File: src/rtl/cache_refill.sv
// cache_refill: page-fill engine for the 4-slot page cache.
// On a miss it picks a round-robin victim slot and copies one page from
// backing memory into that SRAM slot, one byte per fetch/write pair. When
// the last byte is in, it installs the new tag and pulses done.
module cache_refill #(
   parameter int unsigned ADDR_W    = 24,
   parameter int unsigned PAGE_BITS = 10,
   parameter int unsigned SLOT_BITS = 2
) (
   input  logic                           fpgaClk,
   input  logic                           fpgaRst_n,
   input  logic                           req_valid,
   output logic                           req_ready,
   input  logic [ADDR_W-PAGE_BITS-1:0]    req_page,
   output logic                           mem_rd,
   output logic [ADDR_W-1:0]              mem_addr,
   input  logic                           mem_valid,
   input  logic [7:0]                     mem_data,
   output logic                           sram_ce,
   output logic                           sram_we,
   output logic [SLOT_BITS+PAGE_BITS-1:0] sram_addr,
   output logic [7:0]                     sram_wdata,
   output logic                           tag_we,
   output logic [SLOT_BITS-1:0]           tag_slot,
   output logic [ADDR_W-PAGE_BITS-1:0]    tag_page,
   output logic                           busy,
   output logic                           done
);

   localparam int unsigned PW = ADDR_W - PAGE_BITS;
   localparam int unsigned SW = SLOT_BITS + PAGE_BITS;

   typedef enum logic [1:0] {
      S_IDLE,
      S_FETCH,
      S_WRITE,
      S_COMMIT
   } state_t;

   state_t                 state_q;
   logic [PAGE_BITS-1:0]   offset_q;
   logic [PAGE_BITS-1:0]   offset_d;
   logic [SLOT_BITS-1:0]   victim_q;
   logic                   req_ready_q;
   logic                   mem_rd_q;
   logic [ADDR_W-1:0]      mem_addr_q;
   logic                   sram_ce_q;
   logic                   sram_we_q;
   logic [SW-1:0]          sram_addr_q;
   logic [7:0]             sram_wdata_q;
   logic                   tag_we_q;
   logic [SLOT_BITS-1:0]   tag_slot_q;
   logic [PW-1:0]          tag_page_q;
   logic                   busy_q;
   logic                   done_q;

   assign offset_d = offset_q + 1'b1;

   // Fill FSM; every output is loaded alongside the state it belongs to.
   // tag_slot_q/tag_page_q double as the latched fill slot and page.
   always_ff @(posedge fpgaClk) begin
      if (!fpgaRst_n) begin
         state_q      <= S_IDLE;
         offset_q     <= '0;
         victim_q     <= '0;
         req_ready_q  <= 1'b1;
         mem_rd_q     <= 1'b0;
         mem_addr_q   <= '0;
         sram_ce_q    <= 1'b0;
         sram_we_q    <= 1'b0;
         sram_addr_q  <= '0;
         sram_wdata_q <= '0;
         tag_we_q     <= 1'b0;
         tag_slot_q   <= '0;
         tag_page_q   <= '0;
         busy_q       <= 1'b0;
         done_q       <= 1'b0;
      end else begin
         case (state_q)
            S_IDLE: begin
               if (req_valid) begin
                  tag_page_q  <= req_page;
                  tag_slot_q  <= victim_q;
                  offset_q    <= '0;
                  mem_rd_q    <= 1'b1;
                  mem_addr_q  <= {req_page, {PAGE_BITS{1'b0}}};
                  req_ready_q <= 1'b0;
                  busy_q      <= 1'b1;
                  state_q     <= S_FETCH;
               end
            end
            S_FETCH: begin
               if (mem_valid) begin
                  mem_rd_q     <= 1'b0;
                  sram_wdata_q <= mem_data;
                  sram_ce_q    <= 1'b1;
                  sram_we_q    <= 1'b1;
                  sram_addr_q  <= {tag_slot_q, offset_q};
                  state_q      <= S_WRITE;
               end
            end
            S_WRITE: begin
               sram_ce_q <= 1'b0;
               sram_we_q <= 1'b0;
               if (offset_q == '1) begin
                  tag_we_q <= 1'b1;
                  done_q   <= 1'b1;
                  state_q  <= S_COMMIT;
               end else begin
                  offset_q   <= offset_d;
                  mem_rd_q   <= 1'b1;
                  mem_addr_q <= {tag_page_q, offset_d};
                  state_q    <= S_FETCH;
               end
            end
            S_COMMIT: begin
               tag_we_q    <= 1'b0;
               done_q      <= 1'b0;
               victim_q    <= victim_q + 1'b1;
               req_ready_q <= 1'b1;
               busy_q      <= 1'b0;
               state_q     <= S_IDLE;
            end
            default: begin
               state_q <= S_IDLE;
            end
         endcase
      end
   end

   assign req_ready  = req_ready_q;
   assign mem_rd     = mem_rd_q;
   assign mem_addr   = mem_addr_q;
   assign sram_ce    = sram_ce_q;
   assign sram_we    = sram_we_q;
   assign sram_addr  = sram_addr_q;
   assign sram_wdata = sram_wdata_q;
   assign tag_we     = tag_we_q;
   assign tag_slot   = tag_slot_q;
   assign tag_page   = tag_page_q;
   assign busy       = busy_q;
   assign done       = done_q;

endmodule

File: config.mk
export PLATFORM = sky130hd
export DESIGN_NAME = cache_refill
export DESIGN_NICKNAME = d
export VERILOG_FILES = /design/src/rtl/cache_refill.sv
export SDC_FILE = /design/constraint.sdc
export NUM_CORES = 1
export LEC_CHECK = 0
export BUFFER_PORTS_ARGS = -buffer_cell sky130_fd_sc_hd__buf_2
export CORE_AREA = 5 5 112 114
export CTS_CLUSTER_SIZE = 14
export DETAILED_ROUTE_END_ITERATION = 8
export DIE_AREA = 0 0 117 119
export SYNTH_ARGS = -nofsm -noshare
export SYNTH_HDL_FRONTEND = slang
export SYNTH_SLANG_ARGS = --single-unit
File: constraint.sdc
create_clock -name fpgaClk -period 2.3 [get_ports fpgaClk]
set_input_delay 0.69 -clock fpgaClk [delete_from_list [all_inputs] [get_ports fpgaClk]]
set_output_delay 0.69 -clock fpgaClk [all_outputs]
set_load 0.02 [all_outputs]
==> metrics <==
min cycle time layout 1880 ps; Clk pwr share 0.511; Worst Path Required 2520 ps; R2R cell count 6; Sw Share 0.232; commonest cells after routing, fill and taps aside buf_2 (92), nand2_1 (84), dfxtp_1 (69); leak pwr 1.60 nW; clock transition at the registers of the reported paths 50 ps; area share of the largest cell type after synthesis 0.494; Synth Area per Inst 8.72 um2; die width 117 um; Reg-to-Reg End mem_addr[11]; status completed; final worst-path cycle share 0.816; Via Count 2569; Antenna Nets Post-Route 0; DIE HEIGHT 119 um; share of cells above drive strength 1 0.342; Worst Skew 6.09 ps; first-pass GRT wire length 12.7 mm; global-route usage over all layers 0.116; Setup TNS 0 ps; vias in the first global route 2431; post-synthesis register bit count 69; WL/cell 14.6 um; Area after DPL 3380 um2; syn nets 348; Primary FF master, synth dfxtp_1; largest net degree at the start of global routing 45; Non-Filler Cell Area, Final 3760 um2; commonest non-fill, non-tap cell in the layout buf_2; Vias/cell 4.63; CTS tree built; I/O Pins 93; hold bufs inserted after CTS 0; largest area contributor in the netlist dfxtp_1; # diodes 0; Critical Path Sink Type flip-flop; Post CTS Setup Buffer Count 0; # nets final 434; kind of critical path reg -> reg; Starting Density 0.247; initial antenna violation count 0; RSZ-0062 raised after global routing false; Achievable Freq 533 MHz; Yosys warnings 0; crit path DAT 2090 ps; count of different cell masters after synthesis 41; CTS Buffer Depth 2; Max VDD drop 0.000343 V; detailed-router iteration count before antenna repair 4; die footprint 13900 um2; pre-CTS WS 361 ps; Layout Utilization 0.332; # resized after CTS 0; Routed WL 8.08 mm; worst-path fanout max 20; drt initial violations 209; headroom to the max-slew limit 0.463; hpwl dp 5.55 mm; Async S/R FF share, synth 0; GPL Wtd Cong 0.741; Min-Delay Path Class reg -> reg; CP startpoint kind flip-flop; Area Overhead vs Synth 34.2%; pwr dens 894 nW/um2; Least-Margin Pin Slew 806 ps; Max Cap Viol 0; post-synthesis sequential area ratio 0.494; # DRC 0; synth top area cells dfxtp_1 (49%), nand2_1 (11%), a21oi_1 (7.7%), o221a_2 (5.6%), o21a_1 (4.3%); worst skew pair latency 330 ps; Post-Synthesis Cells 321; endpoints failing setup 0; Flop pwr share 0.385; Worst R2R Setup Slack 420 ps; Post-Syn Area 2800 um2; min setup slack post-route 424 ps; Hold Crit Depth 2; Port Buf Inserts 92; final hold violation count 0; Hold Path End sram_wdata[4]; Root Driver clkbuf_16; reg2reg start offset_q[0]; final max-slew violation count 0; Net Switching 0.778 mW; number of flops mapped to enable cells by yosys 0; Core Area 11300 um2; grt ovf 0; FP Rows 39; Comb pwr share 0.105; Power Internal 2.58 mW; HP Start sram_wdata[4]; CTS buffer count 9; TritonCTS Sinks 69; H-tree Lvls 3
[logic make-up after synthesis]
family / after synthesis / synth area share
AOI/OAI and AO/OA: 93 / 0.226
and+or+nand+nor: 121 / 0.198
adders and majority gates: 1 / 0.00447
DFF: 69 / 0.494
buffers and inverters: 32 / 0.0608
xor gates and xnor gates: 2 / 0.00626
muxes: 3 / 0.0112
[routing by layer]
| metal | vias to the layer above | routed length, um | track usage | part of all wire |
|---|---|---|---|---|
| met2 | 79 | 3710 | 0.176 | 0.46 |
| li1 | 1287 | - | - | - |
| met4 | 0 | 42 | 0.0323 | 0.0052 |
| met3 | 4 | 824 | 0.0578 | 0.10 |
| met5 | - | 0 | 0 | 0 |
| met1 | 1199 | 3500 | 0.145 | 0.43 |
[worst max-delay path: stages, from the launching register on]
cell and delay (ps):
dfxtp_1 340, ha_1 270, nand4_4 200, o31ai_4 250
buf_4 310, nand2_4 180, o21a_1 210
[registers in the layout, summed over array words and instances (netlist names), 2 cells and up]
| register | cells |
|---|---|
| mem_addr | 15 |
| offset_q | 9 |
| tag_slot | 2 |
| tag_page | 14 |
| state_q | 2 |
| sram_addr | 12 |
| victim_q | 2 |
| sram_wdata | 8 |
[synthesized netlist by cell type (all sizes together), types with 2 or more instances]
cell    instances
nand2          85
dfxtp          69
a21oi          43
o21a           16
buf            14
o221a          14
clkbuf         13
o21ai           8
nor2            7
a31oi           6
nor3            6
inv             5
nand3           5
nand4           5
nor4            3
or3             3
mux2i           2
nor2b           2
o31ai           2
xor2            2
[worst max-delay path by stage]
stage / slack [ps] / cells after the start / endpoint / startpoint
after detailed placement: 360 / 5 / mem_addr[16] / req_valid
after global placement: 400 / 5 / mem_addr[19] / req_valid
after global routing: 250 / 4 / sram_wdata[1] / state_q[0]
after CTS: 420 / 6 / mem_addr[11] / offset_q[0]
final: 420 / 6 / mem_addr[11] / offset_q[0]
after floorplan: 460 / 7 / mem_addr[13] / offset_q[0]
[power by group through the flow]
stage,clock network [mW],logic (mW),registers [mW]
finish,1.72,0.352,1.29
global route,1.81,0.388,1.30
CTS,1.77,0.359,1.29
detailed placement,0,0.358,1.32
global placement,0,0.351,1.32
floorplan,0,0.171,1.38
[final cells by class]
cell class / count / area [um2]
flip-flops and latches: 69 / 1380
well taps: 143 / 179
fillers: 1187 / 7560
clock inverters: 6 / 134
repair buffers: 102 / 548
clock buffers: 10 / 239
inverters: 5 / 18.8
multi-input cells: 220 / 1260
[per-stage QoR]
stage / hold WS, ps / power, mW / cells
4_1_cts: 451 / 3.42 / 555
3_5_place_dp: 443 / 1.68 / 539
6_report: 449 / 3.36 / 555
3_3_place_gp: 439 / 1.67 / 539
2_1_floorplan: 444 / 1.55 / 321
5_1_grt: 474 / 3.50 / 555
No activity file was read; power rests on OpenSTA's default activity.
